### src/rtl/ram_port_arbiter.sv
// Arbitrates the single-port RAM between the core (port C) and the debug/loader port (port D).
// Core has fixed priority; a starvation counter and a lock mode let D get its transfers through.
module ram_port_arbiter #(
    parameter int ADDR_W   = 5,
    parameter int DATA_W   = 16,
    parameter int MAX_WAIT = 8
) (
    input  logic              clk,
    input  logic              rst_n,
    input  logic              c_req,
    input  logic              c_we,
    input  logic [ADDR_W-1:0] c_addr,
    input  logic [DATA_W-1:0] c_wdata,
    output logic              c_gnt,
    output logic              c_rvalid,
    output logic [DATA_W-1:0] c_rdata,
    input  logic              d_req,
    input  logic              d_we,
    input  logic [ADDR_W-1:0] d_addr,
    input  logic [DATA_W-1:0] d_wdata,
    input  logic              d_lock,
    output logic              d_gnt,
    output logic              d_rvalid,
    output logic [DATA_W-1:0] d_rdata,
    output logic [ADDR_W-1:0] ram_addr,
    output logic              ram_we,
    output logic [DATA_W-1:0] ram_wdata,
    input  logic [DATA_W-1:0] ram_rdata,
    output logic              locked
);

    // Handshake: a port holds req (and its command fields) until gnt; gnt means the
    // access is issued to the RAM this cycle. A read grant yields rvalid exactly one
    // cycle later on the granted port only; write grants produce no response.

    typedef enum logic {S_SHARED, S_LOCKED} state_t;

    localparam logic [7:0] MAX_WAIT_C = 8'(MAX_WAIT);

    state_t      r_state;
    state_t      w_state_nxt;
    logic [7:0]  r_wait_cnt;
    logic [7:0]  w_wait_nxt;
    logic        r_rd_pend;
    logic        r_owner_d;
    logic        w_c_gnt;
    logic        w_d_gnt;
    logic        w_eff_locked;
    logic        w_rd_gnt;

    always_comb begin
        w_state_nxt  = r_state;
        w_c_gnt      = 1'b0;
        w_d_gnt      = 1'b0;
        w_wait_nxt   = 8'd0;
        // Lock takes effect only while d_lock is still asserted; the release cycle arbitrates as shared.
        w_eff_locked = (r_state == S_LOCKED) && d_lock;

        if (w_eff_locked) begin
            w_d_gnt = d_req;
        end else begin
            w_d_gnt = d_req && (!c_req || (r_wait_cnt == MAX_WAIT_C));
            w_c_gnt = c_req && !w_d_gnt;
        end

        case (r_state)
            S_SHARED: if (w_d_gnt && d_lock) w_state_nxt = S_LOCKED;
            S_LOCKED: if (!d_lock)           w_state_nxt = S_SHARED;
            default:                         w_state_nxt = S_SHARED;
        endcase

        if (d_req && !w_d_gnt) begin
            w_wait_nxt = (r_wait_cnt == MAX_WAIT_C) ? MAX_WAIT_C : r_wait_cnt + 8'd1;
        end
    end

    assign w_rd_gnt = (w_c_gnt && !c_we) || (w_d_gnt && !d_we);

    always_ff @(posedge clk or negedge rst_n) begin
        if (!rst_n) begin
            r_state    <= S_SHARED;
            r_wait_cnt <= 8'd0;
            r_rd_pend  <= 1'b0;
            r_owner_d  <= 1'b0;
        end else begin
            r_state    <= w_state_nxt;
            r_wait_cnt <= w_wait_nxt;
            r_rd_pend  <= w_rd_gnt;
            if (w_rd_gnt) r_owner_d <= w_d_gnt;
        end
    end

    // Combinational outputs are forced quiet while reset is held.
    assign c_gnt     = rst_n && w_c_gnt;
    assign d_gnt     = rst_n && w_d_gnt;
    assign locked    = rst_n && w_eff_locked;
    assign ram_addr  = !rst_n ? '0 : (w_d_gnt ? d_addr : c_addr);
    assign ram_we    = rst_n && (w_d_gnt ? d_we : (w_c_gnt && c_we));
    assign ram_wdata = w_d_gnt ? d_wdata : c_wdata;

    assign c_rvalid  = r_rd_pend && !r_owner_d;
    assign d_rvalid  = r_rd_pend && r_owner_d;
    assign c_rdata   = ram_rdata;
    assign d_rdata   = ram_rdata;

endmodule

### config.mk
export PLATFORM = sky130hd
export DESIGN_NAME = ram_port_arbiter
export DESIGN_NICKNAME = d
export VERILOG_FILES = /design/src/rtl/ram_port_arbiter.sv
export SDC_FILE = /design/constraint.sdc
export NUM_CORES = 1
export LEC_CHECK = 0
export CAP_MARGIN = 30
export CELL_PAD_IN_SITES_DETAIL_PLACEMENT = 1
export CELL_PAD_IN_SITES_GLOBAL_PLACEMENT = 1
export CORE_UTILIZATION = 19
export DETAILED_ROUTE_END_ITERATION = 10
export PLACE_DENSITY_LB_ADDON = 0.3
export SETUP_SLACK_MARGIN = 0.2
export SYNTH_ARGS = -nofsm -noshare
export SYNTH_HDL_FRONTEND = slang
export SYNTH_SLANG_ARGS = --single-unit
### constraint.sdc
create_clock -name clk -period 2.3 [get_ports clk]
set_input_delay 0.345 -clock clk [delete_from_list [all_inputs] [get_ports clk]]
set_output_delay 0.345 -clock clk [all_outputs]
set_load 0.02 [all_outputs]
After elaboration in Yosys (flattened, before gate mapping). Cells that the tools add are included.

$add $sub $neg: 1. Mux-type cells: 11. Reduce and logical (&&, ||, !) cells: 22. Bitwise gates (word level): 1. Eq/ne operators: 1.

Operators with widths (count): $mux 16 (1); $mux 8 (2); $logic_and 1x1->1 (14); $mux 5 (2); $add 8x1->8 const B (1); $eq 8x4->1 const B (1); $logic_not 1->1 (6); $mux 1 (5); $logic_or 1x1->1 (2); $pmux 1 s2 (1); $not 1->1 (1).

Input port bits: 65. Output and inout bits: 59. Bits in registers: 11. Logic and storage cells: 40.

Depth between registers and ports, before layout. Gate-level depths: netlist of the first run.

Word-level depth: 9. Gate-level depth with buffers: 6. Mapped depth without buffers: 5.

Worst setup path after synthesis of the first run. Ideal clock, no wire load.

Path kind: register to output. Start point: register r_wait_cnt[0]. End point: output port ram_wdata[10]. Path slack: 0.315 ns. Stages on the path, launching flop included: 7. Buffers on the path: 1. Arrival time: 1.640 ns. Path through: dfrtp_1 -> inv_1 -> ha_1 -> and4bb_4 -> a22oi_4 -> buf_6 -> mux2_4.

Longest elaborated chain between the ends: 5.

RTL lines: from (decl) (RTL line 42) `logic [7:0] r_wait_cnt;`; from (signal assigned) (RTL line 87) `r_wait_cnt <= w_wait_nxt;`; $eq 8x4->1 (RTL line 62) `w_d_gnt = d_req && (!c_req || (r_wait_cnt == MAX_WAIT_C));`; $logic_or 1x1->1 (RTL line 62); $logic_and 1x1->1 (RTL line 62); $mux 1 (RTL line 59) `if (w_eff_locked) begin`; $mux 16 (RTL line 99) `assign ram_wdata = w_d_gnt ? d_wdata : c_wdata;`; to (decl) (RTL line 27) `output logic [DATA_W-1:0] ram_wdata,`.

Every way passes these cells.

Worst setup path after layout of the first run.
Start point: register r_wait_cnt[0]. End point: output port ram_wdata[9].

Same word-level chain as after synthesis.

==> flow_metrics.env, run 1 <==
export IMPL_finish_utilization_pct=36.4
export IMPL_drive_above_1_share_pct=37.3
export IMPL_drv_cap=0
export IMPL_hold_violations=0
export IMPL_overflow=0
export IMPL_drt_first_iter_violations=40
export IMPL_dp_cells=266
export IMPL_drt_first_pass_iters=4
export IMPL_final_cells=279
export IMPL_crit_end="ram_wdata[9]"
export IMPL_antenna_found_initial=0
export IMPL_required_ps=1960
export IMPL_synth_enable_flop_cells=0
export IMPL_cts_tree="built"
export IMPL_fin_crit_ps=2290
export IMPL_area_growth_pct=82.8
export IMPL_drc_errors=0
export IMPL_cts_sinks=11
export IMPL_hp_class="input pin to register"
export IMPL_worst_slew_pin_slew_ps=371
export IMPL_rrSetupSlack_ps=640
export IMPL_maxSlewHeadroom_pct=75.0
export IMPL_fmax_ghz=0.436
export IMPL_asyncSetResetFlopFracSynth_pct=100
export IMPL_die_height_um=81.3
export IMPL_use_met2_pct=22.9
export IMPL_power_mw=0.788
export IMPL_synth_seq_cells=11
export IMPL_rsz0062_at_grt="yes"
export IMPL_r2r_end="r_rd_pend$_DFF_PN0_"
export IMPL_syn_area_sq_mm=0.00119
export IMPL_path_class="register to output pin"
export IMPL_clockRootBuffer="clkbuf_8"
export IMPL_finalSetupViolCount=0
export IMPL_core_area_sq_mm=0.00599
export IMPL_grt_max_degree=16
export IMPL_status="finished clean"
export IMPL_p_leak_nw=1.03
export IMPL_clkTransAtPathRegs_ps=50
export IMPL_fin_worst_skew_ps=2.93
export IMPL_rows=28
export IMPL_vias=1168
export IMPL_cp_start_kind="register"
export IMPL_port_buffers=75
export IMPL_antenna_left=0
export IMPL_worst_setup_path_end_kind="output pin"
export IMPL_vdd_drop_max_v=0.000168
export IMPL_postSynthAreaPerCell_sq_um=8.97
export IMPL_grt_most_used_layer="met2"
export IMPL_slew_violations=0
export IMPL_fin_hold_ws_ps=453
export IMPL_wire_per_inst_um=14.0
export IMPL_viasPerCell=4.19
export IMPL_synth_fp_nets=200
export IMPL_synth_cell_type_count=34
export IMPL_die_area_sq_mm=0.00660
export IMPL_postCtsHoldBufs=0
export IMPL_r2r_cells=7
export IMPL_dp_hpwl_um=3070
export IMPL_ys_warn_count=0
export IMPL_gp_congestion=0.663
export IMPL_worstPathMaxFanout=8
export IMPL_grt_pass1_wl_um=6060
export IMPL_clockBufferDepth=2
export IMPL_routed_wl_um=3900
export IMPL_met3_usage_pct=2.81
export IMPL_nNetsFinal=272
export IMPL_powerDensity_mw_per_mm2=361
export IMPL_first_global_vias=1292
export IMPL_seq_area_frac_synth_pct=23.1
export IMPL_clk_latency_ps=240
export IMPL_r2r_start="r_wait_cnt[6]$_DFF_PN0_"
export IMPL_pin_count=124
export IMPL_finalCritPeriodShare_pct=99.7
export IMPL_track_usage_pct=12.3
export IMPL_use_met1_pct=12.9
export IMPL_final_area_sq_mm=0.00218
export IMPL_fillCellCount=700
export IMPL_synthCells=133
export IMPL_die_w_um=81.3
export IMPL_start_util_pct=19.9
export IMPL_placedInstanceArea_sq_mm=0.00194
export IMPL_antenna_cells=0
export IMPL_worstSetupStartpoint="r_wait_cnt[0]$_DFF_PN0_"
export IMPL_ys_flop_type="dfrtp_1"
export IMPL_numCtsBuffers=3
export IMPL_cts_max_level=1
export IMPL_cp_arrival_ps=1950
[power breakdown]
part | total [mW] | internal, mW | switching, mW
Sequential | 0.207 | 0.201 | 0.00639
Combinational | 0.381 | 0.234 | 0.147
Clock | 0.199 | 0.122 | 0.0773
Total | 0.788 | 0.557 | 0.231
[cell usage after synthesis (all sizes together) (2+ instances only)]
library cell | count | share of area, %
inv | 6 | 1.9
o21ai | 5 | 2.1
or3 | 3 | 1.6
mux2 | 16 | 17
a22oi | 2 | 2.4
dfrtp | 11 | 23
xor2 | 2 | 1.5
a21oi | 4 | 1.7
and3 | 2 | 1.0
buf | 34 | 21
ha | 2 | 2.1
mux2i | 5 | 4.2
nand3 | 4 | 1.7
nor2 | 6 | 1.9
nand2 | 15 | 4.7
o22ai | 2 | 1.0
[kinds of logic after synthesis]
logic type	synth area share, %
buffers and inverters	23.7
and+or+nand+nor	16.8
muxes	21.5
AOI/OAI and AO/OA	10.7
DFF	23.1
xor gates and xnor gates	2.20
adders and majority gates	2.10
[critical path, stage by stage, from the launching register on]
cell and delay [ps]:
dfrtp_1 340, inv_1 50, ha_2 160, and4bb_4 210, a22oi_4 220, buf_6 150
buf_16 120, mux2_4 310, buf_6 130
[cells in the final DEF, fill, tap and decap left out, drive strengths merged, types with 3 or more instances in the layout]
| cell type | Yosys | final |
|---|---|---|
| clkbuf | 1 | 4 |
| dfrtp | 11 | 11 |
| nor2 | 6 | 6 |
| o21ai | 5 | 5 |
| a21oi | 4 | 4 |
| nand3 | 4 | 4 |
| mux2i | 5 | 5 |
| inv | 6 | 6 |
| clkdlybuf4s50 | 0 | 47 |
| or3 | 3 | 3 |
| dlygate4sd2 | 0 | 5 |
| nand2 | 15 | 15 |
| mux2 | 16 | 16 |
| buf | 34 | 50 |
[flip-flops by register name, summed over array words and instances, names as in the netlist]
name / flops
r_owner_d: 1
r_wait_cnt: 8
r_state: 1
r_rd_pend: 1
[per-stage QoR]
step	setup TNS, ps	setup slack, ps
6_report	0	7.29
5_1_grt	-881	-74.7
4_1_cts	0	2.67
3_5_place_dp	-9220	-428
3_3_place_gp	-8850	-399
2_1_floorplan	0	315
[worst min-delay path by stage]
stage                     slack (ps)                      end                     from  cells past startpoint
after CTS                        460        r_state$_DFF_PN0_                    c_req                      2
after global routing             460        r_state$_DFF_PN0_                    c_req                      2
final                            450        r_state$_DFF_PN0_                    c_req                      2
after global placement           540  r_wait_cnt[0]$_DFF_PN0_  r_wait_cnt[0]$_DFF_PN0_                      2
after detailed placement         550  r_wait_cnt[0]$_DFF_PN0_  r_wait_cnt[0]$_DFF_PN0_                      2
after floorplan                   50    r_owner_d$_DFFE_PN0P_                    rst_n                      0
[what timing repair did]
item                                   4_1_cts  5_1_grt
buffers inserted                             5        2
endpoints found under the hold margin        0        0
gates cloned                                 2        0
gates resized for setup                    153        5
setup endpoints to repair                   25       24
pin swaps                                    2        2
[routing by layer]
metal  part of all wire, %  wire length, um  vias to the layer above
met1                    37             1430                      550
met5                     0                0                        -
met4                   2.3               90                        0
met3                   5.1              199                       13
li1                      -                -                      566
met2                    56             2180                       39
[area by class of cell]
class | count | area, sq um | share of cell area, %
timing repair buffer | 102 | 1050 | 47.9
multi-input combinational | 81 | 699 | 32.1
sequential | 11 | 275 | 12.6
tap | 75 | 93.8 | 4.30
clock buffer | 4 | 45.0 | 2.06
inverter | 6 | 22.5 | 1.03
Power figures use the tool's default switching activity.
==> run 2: changes to the inputs <==
--- a/config.mk
+++ b/config.mk
@@ -5,7 +5,6 @@
 export SDC_FILE = /design/constraint.sdc
 export NUM_CORES = 1
 export LEC_CHECK = 0
-export CAP_MARGIN = 30
 export CELL_PAD_IN_SITES_DETAIL_PLACEMENT = 1
 export CELL_PAD_IN_SITES_GLOBAL_PLACEMENT = 1
 export CORE_UTILIZATION = 19
==> results of run 2 <==
Final layout, timing and power as in run 1 (identical DEF).
